### config.mk
export PLATFORM = sky130hd
export DESIGN_NAME = gs_iter_ctrl_flat
export DESIGN_NICKNAME = d
export VERILOG_FILES = /design/src/rtl/gs_pkg.sv /design/src/rtl/gs_iter_ctrl_if.sv /design/src/rtl/gs_factor_gen.sv /design/src/rtl/gs_iter_ctrl.sv /design/src/flat_wrapper.sv
export SDC_FILE = /design/constraint.sdc
export NUM_CORES = 1
export LEC_CHECK = 0
export BUFFER_PORTS_ARGS = -buffer_cell sky130_fd_sc_hd__clkbuf_2
export CORE_AREA = 2 2 109 111
export DETAILED_ROUTE_END_ITERATION = 10
export DIE_AREA = 0 0 111 113
export PLACE_DENSITY = 0.85
export SLEW_MARGIN = 20
export SYNTH_ARGS = -nofsm -noshare
export SYNTH_HDL_FRONTEND = slang
export SYNTH_HIERARCHICAL = 1
export SYNTH_SLANG_ARGS = --single-unit
### constraint.sdc
create_clock -name clk -period 3.8 [get_ports clk]
set_input_delay 0.57 -clock clk [delete_from_list [all_inputs] [get_ports clk]]
set_output_delay 0.57 -clock clk [all_outputs]
set_load 0.05 [all_outputs]
### src/rtl/gs_pkg.sv
// Shared constants and state encoding for the Goldschmidt divider path.
package gs_pkg;

  // Q-format constants
  localparam int unsigned MANT_W = 24;
  localparam int unsigned FRAC_W = 23;
  localparam logic [MANT_W:0] TWO_Q = 25'h1000000;

  // Slice of the Q2.46 product that forms the next Q1.23 value
  localparam int unsigned PROD_W  = 2 * MANT_W;
  localparam int unsigned PROD_HI = 46;
  localparam int unsigned PROD_LO = 23;

  // Sequencer states
  typedef logic [2:0] gs_state_t;
  localparam gs_state_t StIdle   = 3'd0;
  localparam gs_state_t StIssueN = 3'd1;
  localparam gs_state_t StIssueD = 3'd2;
  localparam gs_state_t StWait   = 3'd3;
  localparam gs_state_t StDone   = 3'd4;

endpackage

### src/rtl/gs_iter_ctrl_if.sv
// Request/response handshake plus multiplier loop for the Goldschmidt sequencer.
interface gs_iter_ctrl_if;
  import gs_pkg::*;

  logic                start;
  logic [MANT_W-1:0]   n_in;
  logic [MANT_W-1:0]   d_in;
  logic [PROD_W-1:0]   product;
  logic [31:0]         mul_a;
  logic [31:0]         mul_b;
  logic                mul_en;
  logic                busy;
  logic                done;
  logic [MANT_W-1:0]   q_out;
  logic                err;

  // Sequencer side
  modport slave (
    input  start, n_in, d_in, product,
    output mul_a, mul_b, mul_en, busy, done, q_out, err
  );

  // Requester / multiplier side
  modport master (
    output start, n_in, d_in, product,
    input  mul_a, mul_b, mul_en, busy, done, q_out, err
  );

endinterface

### src/rtl/gs_factor_gen.sv
// Goldschmidt factor F = 2 - D in Q1.23, truncated to the mantissa width.
module gs_factor_gen
  import gs_pkg::*;
(
  input  logic [MANT_W-1:0] d_i,
  output logic [MANT_W-1:0] f_o
);

  // D in [0.5,1) keeps F in (1,1.5], so dropping the carry bit is lossless
  assign f_o = MANT_W'(TWO_Q - {1'b0, d_i});

endmodule

### src/rtl/gs_iter_ctrl.sv
// Goldschmidt iteration sequencer: issues N*F / D*F pairs to an external
// pipelined multiplier and folds the returned products back into N, D and F.
module gs_iter_ctrl
  import gs_pkg::*;
#(
  parameter int unsigned MUL_LAT = 3,
  parameter int unsigned ITERS   = 5
) (
  input logic           clk,
  input logic           clear,
  gs_iter_ctrl_if.slave bus
);

  localparam int unsigned WaitW = (MUL_LAT > 1) ? $clog2(MUL_LAT) : 1;
  localparam int unsigned IterW = $clog2(ITERS + 1);

  gs_state_t         state_q, state_d;
  logic [MANT_W-1:0] n_q, n_d;
  logic [MANT_W-1:0] d_q, d_d;
  logic [MANT_W-1:0] f_q, f_d;
  logic [MANT_W-1:0] q_q, q_d;
  logic              err_q, err_d;
  logic [IterW-1:0]  iter_q, iter_d, iter_inc;
  logic [WaitW-1:0]  wait_q, wait_d;

  logic [MANT_W-1:0] prod_val;
  logic [MANT_W-1:0] fg_d;
  logic [MANT_W-1:0] fg_f;
  logic              d_bad;
  logic              unused_prod;

  assign prod_val    = bus.product[PROD_HI:PROD_LO];
  // product[47] cannot be set for legal operands; low bits are truncated away
  assign unused_prod = ^{bus.product[PROD_W-1], bus.product[PROD_LO-1:0]};
  assign d_bad       = ~bus.d_in[MANT_W-2] | bus.d_in[MANT_W-1];
  assign iter_inc    = iter_q + IterW'(1);

  // One factor generator serves both the initial seed and the per-iteration update
  assign fg_d = (state_q == StIdle) ? bus.d_in : prod_val;

  gs_factor_gen u_factor (
    .d_i (fg_d),
    .f_o (fg_f)
  );

  // Next-state and datapath update
  always_comb begin
    state_d = state_q;
    n_d     = n_q;
    d_d     = d_q;
    f_d     = f_q;
    q_d     = q_q;
    err_d   = err_q;
    iter_d  = iter_q;
    wait_d  = wait_q;
    case (state_q)
      StIdle: begin
        if (bus.start) begin
          n_d = bus.n_in;
          d_d = bus.d_in;
          if (d_bad) begin
            state_d = StDone;
            err_d   = 1'b1;
            q_d     = '0;
          end else begin
            state_d = StIssueN;
            f_d     = fg_f;
            iter_d  = '0;
          end
        end
      end
      StIssueN: state_d = StIssueD;
      StIssueD: begin
        state_d = StWait;
        wait_d  = WaitW'(MUL_LAT - 1);
        // With a single-cycle multiplier the N product is already back here
        if (MUL_LAT == 1) n_d = prod_val;
      end
      StWait: begin
        if (wait_q == WaitW'(1)) n_d = prod_val;
        if (wait_q == '0) begin
          d_d    = prod_val;
          iter_d = iter_inc;
          if (iter_inc == IterW'(ITERS)) begin
            state_d = StDone;
            q_d     = n_q;
            err_d   = 1'b0;
          end else begin
            state_d = StIssueN;
            f_d     = fg_f;
          end
        end else begin
          wait_d = wait_q - WaitW'(1);
        end
      end
      StDone:  state_d = StIdle;
      default: state_d = StIdle;
    endcase
  end

  // State registers with synchronous clear
  always_ff @(posedge clk) begin
    if (clear) begin
      state_q <= StIdle;
      n_q     <= '0;
      d_q     <= '0;
      f_q     <= '0;
      q_q     <= '0;
      err_q   <= 1'b0;
      iter_q  <= '0;
      wait_q  <= '0;
    end else begin
      state_q <= state_d;
      n_q     <= n_d;
      d_q     <= d_d;
      f_q     <= f_d;
      q_q     <= q_d;
      err_q   <= err_d;
      iter_q  <= iter_d;
      wait_q  <= wait_d;
    end
  end

  // Outputs decoded from state; operands are forced to zero outside issue cycles
  always_comb begin
    bus.mul_en = 1'b0;
    bus.mul_a  = '0;
    bus.mul_b  = '0;
    case (state_q)
      StIssueN: begin
        bus.mul_en = 1'b1;
        bus.mul_a  = {8'h00, n_q};
        bus.mul_b  = {8'h00, f_q};
      end
      StIssueD: begin
        bus.mul_en = 1'b1;
        bus.mul_a  = {8'h00, d_q};
        bus.mul_b  = {8'h00, f_q};
      end
      default: ;
    endcase
    bus.busy  = (state_q == StIssueN) || (state_q == StIssueD) || (state_q == StWait);
    bus.done  = (state_q == StDone);
    bus.q_out = q_q;
    bus.err   = err_q;
  end

endmodule

### src/flat_wrapper.sv
// flat-port wrapper written by rule: the top's interface ports become plain ports
module gs_iter_ctrl_flat import gs_pkg::*;
#(
  parameter int unsigned MUL_LAT = 3,
  parameter int unsigned ITERS   = 5
)
  (clk, clear, bus_start, bus_n_in, bus_d_in, bus_product, bus_mul_a, bus_mul_b, bus_mul_en, bus_busy, bus_done, bus_q_out, bus_err);
  gs_iter_ctrl_if bus_i ();
  input logic clk;
  input logic clear;
  input wire logic [$bits(bus_i.start)-1:0] bus_start;
  input wire logic [$bits(bus_i.n_in)-1:0] bus_n_in;
  input wire logic [$bits(bus_i.d_in)-1:0] bus_d_in;
  input wire logic [$bits(bus_i.product)-1:0] bus_product;
  output wire logic [$bits(bus_i.mul_a)-1:0] bus_mul_a;
  output wire logic [$bits(bus_i.mul_b)-1:0] bus_mul_b;
  output wire logic [$bits(bus_i.mul_en)-1:0] bus_mul_en;
  output wire logic [$bits(bus_i.busy)-1:0] bus_busy;
  output wire logic [$bits(bus_i.done)-1:0] bus_done;
  output wire logic [$bits(bus_i.q_out)-1:0] bus_q_out;
  output wire logic [$bits(bus_i.err)-1:0] bus_err;
  assign bus_i.start = bus_start;
  assign bus_i.n_in = bus_n_in;
  assign bus_i.d_in = bus_d_in;
  assign bus_i.product = bus_product;
  assign bus_mul_a = bus_i.mul_a;
  assign bus_mul_b = bus_i.mul_b;
  assign bus_mul_en = bus_i.mul_en;
  assign bus_busy = bus_i.busy;
  assign bus_done = bus_i.done;
  assign bus_q_out = bus_i.q_out;
  assign bus_err = bus_i.err;
  gs_iter_ctrl #(.MUL_LAT(MUL_LAT), .ITERS(ITERS)) u_core (.clk(clk), .clear(clear), .bus(bus_i));
endmodule
Yosys cells after proc, flatten, opt, wreduce, memory -nomap -nowiden. Index checks and enable logic that the tools add are counted.

Flip-flop bits (word level): 105. Output and inout bits: 92.

Muxes and demuxes: 36. Equal/unequal tests: 14. Bitwise operators: 2. Reductions and logical operators: 14. $add $sub $neg: 3.

Operator list (count): $mux 24 (14); $pmux 24 s2 (5); $sub 1x24->24 const A (1); $mux 3 (7); $pmux 3 s4 (1); $reduce_and 5->1 (2); $ne 2x1->1 const B (4); $ne 2x2->1 const B (4); $eq 3x2->1 const B (2); $eq 3x3->1 const B (2); $pmux 3 s2 (1); $reduce_and 3->1 (2); $mux 1 (5); $pmux 2 s2 (1); $reduce_and 2->1 (2); $reduce_and 4->1 (1); $reduce_bool 2->1 (2); $add 3x1->3 const B (1); $eq 3x1->1 const B (1); $logic_not 3->1 (1); $eq 2x1->1 const B (1); $logic_not 2->1 (1); $logic_or 1x1->1 (2); $mux 2 (1); 5 further kinds (5).

Longest topological paths before layout. Gate-level depths: netlist of run 1.

Depth in word-level cells: 6. Gate-level depth with buffers: 11. Depth with buffers taken out: 10.

Modules after synthesis. Netlist of run 1, hierarchy kept.

By module, submodules not included: gs_iter_ctrl (area each 5261.3 sq um, instances 1, seq. area each 2102.0 sq um, cells each 623); gs_factor_gen (area each 440.4 sq um, instances 1, seq. area each 0.0 sq um, cells each 62).

Least setup slack after synthesis of run 1. No wires, ideal clock.

Path type: reg-to-reg. Start: register u_core.state_q[2]. End: register u_core.f_q[22]. Cell stages (with the launch flop): 11. Arrival time: 3067 ps. Period minus slack after synthesis: 3137 ps. Setup slack: 663 ps. Data required time: 3730 ps. Cell sequence: dfxtp_1 buf_2 nor3_2 clkbuf_1 mux2_2 or4_1 or3_4 nor4b_4 xnor2_1 nand3_1 a21oi_1.

Longest elaborated chain between the ends: 6. Elaborated cells between the ends (all ways): 15. Those cells by class: add/sub: 1; eq/ne: 5; mux: 6; reduce/logical: 3.

Ends and longest elaborated chain: start, declared (line gs_iter_ctrl.sv:17) `gs_state_t state_q, state_d;`; start signal, assigned (line gs_iter_ctrl.sv:104) `state_q <= StIdle;`; start signal, assigned (line gs_iter_ctrl.sv:113) `state_q <= state_d;`; $logic_not 3->1 * (line gs_iter_ctrl.sv:39) `assign fg_d = (state_q == StIdle) ? bus.d_in : prod_val;`; $mux 24 * (line gs_iter_ctrl.sv:39); net u_core.fg_d[17] (line gs_iter_ctrl.sv:27) `logic [MANT_W-1:0] fg_d;`; $sub 1x24->24 * (line gs_factor_gen.sv:10) `assign f_o = MANT_W'(TWO_Q - {1'b0, d_i});`; $mux 24, on equally long branches (line gs_iter_ctrl.sv:84, gs_iter_ctrl.sv:61); $mux 24, on equally long branches (line gs_iter_ctrl.sv:81, gs_iter_ctrl.sv:58); $pmux 24 s2 * (line gs_iter_ctrl.sv:56) `case (state_q)`; net u_core.f_d[22] (line gs_iter_ctrl.sv:20) `logic [MANT_W-1:0] f_q, f_d;`; end signal, assigned (line gs_iter_ctrl.sv:107) `f_q <= '0;`; end signal, assigned (line gs_iter_ctrl.sv:116) `f_q <= f_d;`; end, declared (line gs_iter_ctrl.sv:20).

Mark *: on every way through the listed nets, which the timed path passes. The rest lies on a longest branch. The select of a mux whose other input is x is not followed. A chain may end at the register's enable or synchronous reset.

Worst setup path in the final report of run 1.
Start: register u_core.state_q[2]. End: register u_core.f_q[23].

Same word-level chain as after synthesis.

==> flow_metrics.tcl, run 1 <==
set metrics [dict create \
    area_growth_pct 18.9 \
    gp_congestion 0.941 \
    vias 5432 \
    worstHoldEndpoint "u_core/bus.q_out[19]" \
    drive_above_1_share_pct 26.3 \
    ys_top_cells_by_area "dfxtp_1 (37%), a211oi_1 (6.5%), and2_1 (5.5%), a21oi_1 (4.8%), mux2_2 (4.7%)" \
    grt_pass1_wl_um 25400 \
    ant_nets 0 \
    grt_use_met2_pct 38.6 \
    hold_violations 0 \
    outcome "complete, no violations" \
    io_buffers 150 \
    drc 0 \
    worstSetupPathType "reg -> reg" \
    postCtsResizedCells 0 \
    initial_utilization_pct 50.6 \
    synth_top_area_cell "dfxtp_1" \
    total_power_w 0.00285 \
    clk_pin_slew_worst_paths_ns 0.07 \
    hp-class "reg -> reg" \
    fin_tns_setup_ns 0 \
    avgSynthCellArea_um2 8.32 \
    arrival_ns 3.63 \
    r2r_slack_ns 0.44 \
    cts_buffers 9 \
    num_antenna_cells 0 \
    tightest_slew_ns 0.947 \
    maxCapViolations 0 \
    die_h_um 113 \
    synthDistinctLibCells 47 \
    power.density_mw_per_mm2 420 \
    ys_ff_latch 105 \
    cts_tree "yes" \
    use_met1_pct 32.9 \
    skew_ns 0.00772 \
    report.final.slew_viol_count 0 \
    ctsHtreeMaxLevel 3 \
    rsz0062_at_grt "no" \
    wire_per_inst_um 17.0 \
    grt_use_met3_pct 5.46 \
    relSlewSlack_pct 36.9 \
    top_usage_layer "met2" \
    cp-start-kind "flip-flop" \
    die-area_mm2 0.0125 \
    period_share_pct 88.4 \
    synthFlopType "dfxtp_1" \
    finalWirelength_um 16200 \
    hold_ws_ns 0.473 \
    final.min_clock_period_ns 3.36 \
    n_fill_cell 965 \
    async_reset_ff_share_pct 0 \
    clk_path_buf_depth 2 \
    grt_util_all_layers_pct 24.9 \
    worstReg2RegEnd "u_core/f_q[23]" \
    synth_seq_area_share_pct 36.9 \
    min_from "u_core/bus.q_out[19]" \
    synth_warnings 6 \
    p_leak_nw 2.78 \
    path_max_fanout 24 \
    first_global_vias 5048 \
    cts_hold_buf 0 \
    dr.pass1.iters 7 \
    vdd_drop_max_mv 0.214 \
    floorplan.die.width_um 111 \
    io_pins 191 \
    drt_iter0_markers 465 \
    grt-ovfl-total 0 \
    grt_max_degree 52 \
    viasPerCell 5.71 \
    r2r_start "u_core/state_q[2]" \
    endpoint_kind "flip-flop" \
    holdPathStages 2 \
    post_cts_buffers 0 \
    rr_worst_depth 9 \
    setup_viol 0 \
    num_rows 39 \
    fmax_mhz 298 \
    coreArea_mm2 0.0113 \
    cts_sinks 105 \
    critPathRequiredTime_ns 4.07 \
    cts_root_buf "clkbuf_16" \
    antenna_found_initial 0 \
    synth_edf_count 0 \
    nets 908 \
    synth_cells 685 \
    synth_top_area_share_pct 36.9 \
    clock_latency_ns 0.34 \
    syn_area_mm2 0.00570 \
    dp_hpwl_um 11800 \
]
-- cells in the final DEF, fill, tap and decap left out, types with 2 or more instances in the layout --
master / instances
nor3_4: 2
nor3b_2: 2
or3_1: 2
and2_1: 50
clkbuf_16: 9
xnor2_1: 17
inv_1: 6
nand2_1: 34
buf_4: 15
ha_1: 5
nand4_1: 2
xor2_1: 6
nand3_1: 27
o21ai_0: 28
clkinvlp_4: 2
clkbuf_2: 149
mux2i_1: 25
nor3_1: 36
nor2_1: 62
nor4_1: 6
mux2_2: 24
a22o_1: 24
conb_1: 16
nand2b_1: 26
a211oi_1: 49
a21oi_4: 2
dfxtp_1: 105
a21oi_1: 53
or4_1: 2
-- cell families after synthesis --
family | after synthesis | share of synthesized area, %
xor+xnor | 23 | 3.53
mux | 49 | 9.13
fa+ha+maj | 5 | 1.10
buf+inv | 78 | 6.78
compound gates | 162 | 18.3
simple gates | 262 | 24.2
other cells | 1 | 0.0658
flops | 105 | 36.9
-- how the worst max path moves through the flow --
stage | startpoint | to | depth (start not counted)
after CTS | u_core/state_q[2] | u_core/f_q[23] | 9
after global routing | u_core/state_q[2] | u_core/f_q[21] | 9
after global placement | u_core/state_q[2] | u_core/f_q[21] | 9
after floorplan | u_core/state_q[2] | u_core/f_q[22] | 10
final | u_core/state_q[2] | u_core/f_q[23] | 9
after detailed placement | u_core/state_q[2] | u_core/f_q[23] | 9
-- metal layers --
layer	vias up	share of wire, %
met3	51	8.3
met4	0	4.0
li1	2633	-
met5	-	0
met2	258	44
met1	2490	44
-- critical path: stages, from the launching register on --
cell     delay [ns]
dfxtp_1        0.50
nor3_4         0.30
buf_4          0.35
mux2_2         0.41
nor4_1         0.61
nand4_1        0.37
nor3_1         0.32
xnor2_1        0.15
nand3_1        0.09
a21oi_1        0.16
-- area by class of cell --
class	instances	area [um^2]	share of cell area, %
inverters	6	22.5	0.332
multi-input cells	517	3310	48.8
clock inverters	5	62.6	0.923
well taps	143	179	2.64
flip-flops and latches	105	2100	31.0
clock buffers	11	243	3.58
repair buffers	165	863	12.7
-- flip-flops by register name, indices dropped and copies added (netlist names) --
signal	cells
u_core/bus.q_out	24
u_core/d_q	24
u_core/f_q	24
u_core/n_q	24
u_core/iter_q	3
u_core/state_q	3
u_core/wait_q	2
u_core/bus.err	1
-- cell usage after synthesis (2+ instances only) --
cell	instances
buf_2	6
ha_1	5
xnor2_1	17
and2_1	50
mux2_2	24
nand4_1	2
or4_1	2
clkbuf_1	44
nand2b_1	26
mux2i_1	25
nor2_1	62
a211oi_1	49
buf_1	2
xor2_1	6
nor4_1	6
a21oi_1	55
buf_4	17
nor3b_1	2
inv_1	6
nand2_1	34
nand3_1	27
dfxtp_1	105
buf_6	3
a22o_1	24
or3_1	2
nor3_1	36
o21ai_0	28
-- metrics by stage --
step / setup WS (ns) / instances / area (um^2) / utilization [%]
6_report: 0.442 / 952 / 6780 / 60.2
3_3_place_gp: 0.626 / 936 / 6470 / 57.4
5_1_grt: 0.202 / 952 / 6780 / 60.2
2_1_floorplan: 0.663 / 700 / 5760 / -
3_5_place_dp: 0.602 / 936 / 6470 / 57.4
4_1_cts: 0.596 / 952 / 6780 / 60.2
-- power breakdown --
group / total, W / leakage [nW] / switching (W) / internal, W
logic: 0.000644 / 1.77 / 0.000414 / 0.000230
registers: 0.00125 / 0.860 / 0.0000631 / 0.00119
clock network: 0.000954 / 0.142 / 0.000421 / 0.000533
No activity file was read; power rests on OpenSTA's default activity.
==> run 2, diff against run 1 <==
--- a/config.mk
+++ b/config.mk
@@ -9,6 +9,7 @@
 export CORE_AREA = 2 2 109 111
 export DETAILED_ROUTE_END_ITERATION = 10
 export DIE_AREA = 0 0 111 113
+export MAX_ROUTING_LAYER = met4
 export PLACE_DENSITY = 0.85
 export SLEW_MARGIN = 20
 export SYNTH_ARGS = -nofsm -noshare
==> run 2 against run 1 <==
- sequential share of layout area fell by 0.15 points
- clock power rose by 9%
- die area did not move
- utilization rose by 0.29 points
- setup slack got worse by 0.16 ns
- combinational power barely moved
- global-route usage rose by 1.1 points
- largest power group unchanged
==> flow_metrics.tcl, run 2 (same netlist as run 1, synthesis figures left out) <==
set metrics [dict create \
    grt_pass1_wl_um 25500 \
    viasPerCell 5.74 \
    grt_util_all_layers_pct 25.9 \
    worstHoldEndpoint "u_core/f_q[20]" \
    antenna_found_initial 0 \
    skew_ns 0.00882 \
    r2r_slack_ns 0.28 \
    rr_worst_depth 9 \
    clk_pin_slew_worst_paths_ns 0.07 \
    worst-path-buf-inv 1 \
    drive_above_1_share_pct 26.5 \
    ant_nets 0 \
    hold_violations 0 \
    clk_path_buf_depth 2 \
    layout_commonest_cell "clkbuf_2" \
    final_cell_mix "clkbuf_2 (149), dfxtp_1 (105), nor2_1 (62)" \
    drt_iter0_markers 550 \
    gp_congestion 1.01 \
    worstReg2RegEnd "u_core/f_q[23]" \
    vias 5468 \
    maxCapViolations 0 \
    postCtsResizedCells 0 \
    path_max_fanout 20 \
    ctsHtreeMaxLevel 3 \
    initial_utilization_pct 50.6 \
    critPathRequiredTime_ns 4.08 \
    coreArea_mm2 0.0113 \
    power.density_mw_per_mm2 430 \
    min_from "u_core/f_q[20]" \
    die_h_um 113 \
    period_share_pct 92.7 \
    cts_hold_buf 0 \
    worstPathCellList "nor3_4 -> buf_4 -> mux2_2 -> nor4_1 -> nand4_1 -> nor3_1 -> xnor2_1 -> nand3_1 -> a21oi_1" \
    setup_viol 0 \
    fin_tns_setup_ns 0 \
    n_fill_cell 995 \
    hp-class "reg -> reg" \
    clock_latency_ns 0.35 \
    tightest_slew_ns 0.941 \
    holdPathStages 2 \
    hold_ws_ns 0.474 \
    fmax_mhz 284 \
    grt_max_degree 52 \
    critPathTopFamily "simple AND/OR/NAND/NOR gates" \
    nets 908 \
    endpoint_kind "flip-flop" \
    outcome "complete, no violations" \
    drc 0 \
    cts_buffers 9 \
    io_buffers 150 \
    floorplan.die.width_um 111 \
    rsz0062_at_grt "no" \
    cts_root_buf "clkbuf_16" \
    io_pins 191 \
    cp-start-kind "flip-flop" \
    post_cts_buffers 0 \
    vdd_drop_max_mv 0.211 \
    report.final.slew_viol_count 0 \
    cp_slowest_cell "nor4_1" \
    dr.pass1.iters 5 \
    finalWirelength_um 16300 \
    dp_hpwl_um 11900 \
    r2r_start "u_core/state_q[0]" \
    grt-ovfl-total 0 \
    critPathMaxStageDelay_ns 0.57 \
    arrival_ns 3.80 \
    p_leak_nw 2.79 \
    die-area_mm2 0.0125 \
    relSlewSlack_pct 37.3 \
    cts_sinks 105 \
    finalNonFillerCells 953 \
    first_global_vias 4949 \
    num_rows 39 \
    worstSetupPathType "reg -> reg" \
    wire_per_inst_um 17.1 \
    area_growth_pct 19.5 \
    cts_tree "yes" \
    dpl.cell_count 936 \
    final.min_clock_period_ns 3.52 \
]
-- run 2: worst max-delay path by stage --
stage | startpoint | to | slack, ns | cells after the start
final | u_core/state_q[0] | u_core/f_q[23] | 0.28 | 9
after global routing | u_core/state_q[0] | u_core/f_q[23] | 0.18 | 9
after CTS | u_core/state_q[0] | u_core/f_q[23] | 0.37 | 9
after detailed placement | u_core/state_q[0] | u_core/f_q[17] | 0.51 | 9
after global placement | u_core/state_q[0] | u_core/f_q[21] | 0.57 | 9
after floorplan | u_core/state_q[2] | u_core/f_q[22] | 0.66 | 10
-- run 2: worst min-delay path: stages, from the launching register on --
cell,delay [ns]
dfxtp_1,0.30
o21ai_0,0.06
a21oi_1,0.06
-- run 2: power breakdown --
| group | switching [W] | internal (W) | leakage (nW) |
|---|---|---|---|
| Sequential | 0.0000601 | 0.00119 | 0.860 |
| Clock | 0.000433 | 0.000605 | 0.162 |
| Combinational | 0.000416 | 0.000231 | 1.77 |
-- run 2: layout make-up --
class | count | area [um^2] | share of cell area, %
timing repair buffer | 165 | 863 | 12.7
multi-input combinational | 517 | 3310 | 48.6
tap | 143 | 179 | 2.63
inverter | 6 | 22.5 | 0.331
clock buffer | 10 | 239 | 3.51
antenna | 1 | 2.50 | 0.0367
sequential | 105 | 2100 | 30.9
clock inverter | 6 | 96.3 | 1.41
-- run 2: layer usage --
metal | vias up | wire length [um] | share of wire [%] | GRT usage (%)
li1 | 2628 | - | - | -
met3 | 38 | 1110 | 6.8 | 4.18
met1 | 2545 | 7270 | 45 | 34.7
met5 | - | 0 | 0 | -
met4 | 0 | 531 | 3.3 | 11.3
met2 | 257 | 7360 | 45 | 39.1
-- run 2: per-stage QoR --
stage	power, W	worst slack [ns]	util (%)	instance area [um^2]
after global routing	0.00304	0.177	60.4	6810
after CTS	0.00292	0.371	60.4	6810
after global placement	0.00189	0.566	57.4	6470
after floorplan	0.00175	0.663	-	5760
final	0.00293	0.278	60.4	6810
after detailed placement	0.00190	0.512	57.4	6470
==> run 3, diff against run 2 <==
--- a/config.mk
+++ b/config.mk
@@ -5,14 +5,15 @@
 export SDC_FILE = /design/constraint.sdc
 export NUM_CORES = 1
 export LEC_CHECK = 0
-export BUFFER_PORTS_ARGS = -buffer_cell sky130_fd_sc_hd__clkbuf_2
-export CORE_AREA = 2 2 109 111
+export CORE_AREA = 2 2 105 107
 export DETAILED_ROUTE_END_ITERATION = 10
-export DIE_AREA = 0 0 111 113
+export DIE_AREA = 0 0 107 109
+export DONT_BUFFER_PORTS = 1
 export MAX_ROUTING_LAYER = met4
-export PLACE_DENSITY = 0.85
+export PLACE_DENSITY = 0.75
 export SLEW_MARGIN = 20
 export SYNTH_ARGS = -nofsm -noshare
 export SYNTH_HDL_FRONTEND = slang
 export SYNTH_HIERARCHICAL = 1
 export SYNTH_SLANG_ARGS = --single-unit
+export TNS_END_PERCENT = 1
==> run 3 against run 2 <==
- first-iteration DRC count up 0.18%
- combinational power shrank 13%
- die area is 7.0% lower
- clock power shrank 33%
- register-to-register slack better by 0.26 ns
- count of clock-buffer cells in the layout is 1 lower
==> flow_metrics.tcl, run 3 (same netlist as run 1, synthesis figures left out) <==
set metrics [dict create \
    io_buffers 0 \
    setup_viol 0 \
    power_frac_comb_pct 22.4 \
    skew_ns 0.0110 \
    final_cell_mix "dfxtp_1 (105), nor2_1 (61), a21oi_1 (53)" \
    finalWirelength_um 15400 \
    endpoint_kind "flip-flop" \
    total_power_w 0.00251 \
    cp-start-kind "flip-flop" \
    finalWorstSetupSlack_ns 0.539 \
    cts_hold_buf 0 \
    switching_share_pct 34.5 \
    switchingPower_w 0.000866 \
    clock_latency_ns 0.39 \
    critPathRequiredTime_ns 4.12 \
    grt-ovfl-total 0 \
    worstReg2RegEnd "u_core/f_q[23]" \
    maxCapViolations 0 \
    cts_buffers 9 \
    ant_nets 0 \
    drt_iter0_markers 551 \
    drive_above_1_share_pct 9.86 \
    layout_commonest_cell "dfxtp_1" \
    initial_utilization_pct 53.8 \
    die-area_mm2 0.0117 \
    ctsHtreeMaxLevel 3 \
    drc 0 \
    io_pins 191 \
    rr_worst_depth 9 \
    dp_hpwl_um 11200 \
    fin_tns_setup_ns 0 \
    antenna_found_initial 0 \
    outcome "complete, no violations" \
    n_fill_cell 980 \
    grt_util_all_layers_pct 26.7 \
    num_rows 38 \
    relSlewSlack_pct 34.1 \
    die_h_um 109 \
    dr.pass1.iters 6 \
    fmax_mhz 307 \
    gp_congestion 0.876 \
    period_share_pct 85.8 \
    postCtsResizedCells 0 \
    floorplan.die.width_um 107 \
    num_antenna_cells 0 \
    arrival_ns 3.58 \
    viasPerCell 6.07 \
    report.final.slew_viol_count 0 \
    cts_sinks 105 \
    multi_input_area_mm2 0.00331 \
    vdd_drop_max_mv 0.176 \
    setup.worst_path.start "u_core/state_q[0]" \
    grt_pass1_wl_um 23600 \
    clk_pin_slew_worst_paths_ns 0.11 \
    worstSetupPathType "reg -> reg" \
    tightest_slew_ns 0.984 \
    area_growth_pct 4.17 \
    grt_max_degree 108 \
    vias 4847 \
    r2r_start "u_core/state_q[0]" \
    regArea_mm2 0.00210 \
    cts_root_buf "clkbuf_8" \
    nets 758 \
    r2r_slack_ns 0.54 \
    hold_violations 0 \
    first_global_vias 4483 \
    coreArea_mm2 0.0106 \
    final.min_clock_period_ns 3.26 \
    wire_per_inst_um 19.2 \
    cts_tree "yes" \
    finalNonFillerCells 799 \
    p_leak_nw 2.08 \
    dpl.cell_count 782 \
    path_max_fanout 21 \
    clk_path_buf_depth 2 \
    p_clk_share_pct 27.7 \
    pwr-share-seq_pct 49.8 \
    dp_slack_ns 0.599 \
    endpoint "u_core/f_q[23]" \
    p_int_w 0.00164 \
    post_cts_buffers 0 \
    hp-class "in -> reg" \
    rsz0062_at_grt "no" \
    power.density_mw_per_mm2 423 \
]
==> run 3: worst min path at each step <==
stage / from / endpoint / depth (start not counted)
6_report: clear / u_core/n_q[5] / 1
5_1_grt: clear / u_core/n_q[23] / 1
4_1_cts: clear / u_core/f_q[1] / 1
3_5_place_dp: u_core/f_q[0] / u_core/f_q[0] / 2
3_3_place_gp: u_core/f_q[0] / u_core/f_q[0] / 2
2_1_floorplan: u_core/f_q[0] / u_core/f_q[0] / 2
==> run 3: worst max-delay path, cell delays in order, from the launching register on <==
cell     delay, ns
dfxtp_1       0.47
nor3_4        0.37
buf_4         0.34
mux2_2        0.41
or4_1         0.55
or3_4         0.38
nor3_1        0.25
xnor2_1       0.16
nand3_1       0.08
a21oi_1       0.18
==> run 3: stage by stage <==
stage / hold slack (ns) / area [um^2] / util (%)
6_report: 0.252 / 5940 / 56.0
5_1_grt: 0.231 / 5940 / 56.0
4_1_cts: 0.237 / 5910 / 55.8
3_5_place_dp: 0.455 / 5720 / 53.9
3_3_place_gp: 0.454 / 5720 / 53.9
2_1_floorplan: 0.449 / 5760 / -
==> run 3: power by group through the flow <==
stage	Clock [W]	Sequential (W)	Combinational [W]
after floorplan	0	0.00125	0.000496
after global placement	0	0.00127	0.000539
after detailed placement	0	0.00127	0.000549
after CTS	0.000710	0.00125	0.000551
after global routing	0.000759	0.00126	0.000612
final	0.000697	0.00125	0.000564
==> run 3: cell type report <==
cell class	count	area share (%)
Timing Repair Buffer	15	2.23
Sequential cell	105	35.4
Multi-Input combinational cell	517	55.7
Clock buffer	9	2.09
Inverter	6	0.379
Tap cell	140	2.95
Clock inverter	7	1.22
==> run 3: layer usage <==
layer | track usage (%) | share of wire [%] | vias up
met5 | - | 0 | -
met2 | 39.4 | 45 | 232
met1 | 34.1 | 43 | 2247
met4 | 10.6 | 3.1 | 0
li1 | - | - | 2331
met3 | 8.43 | 9.3 | 37
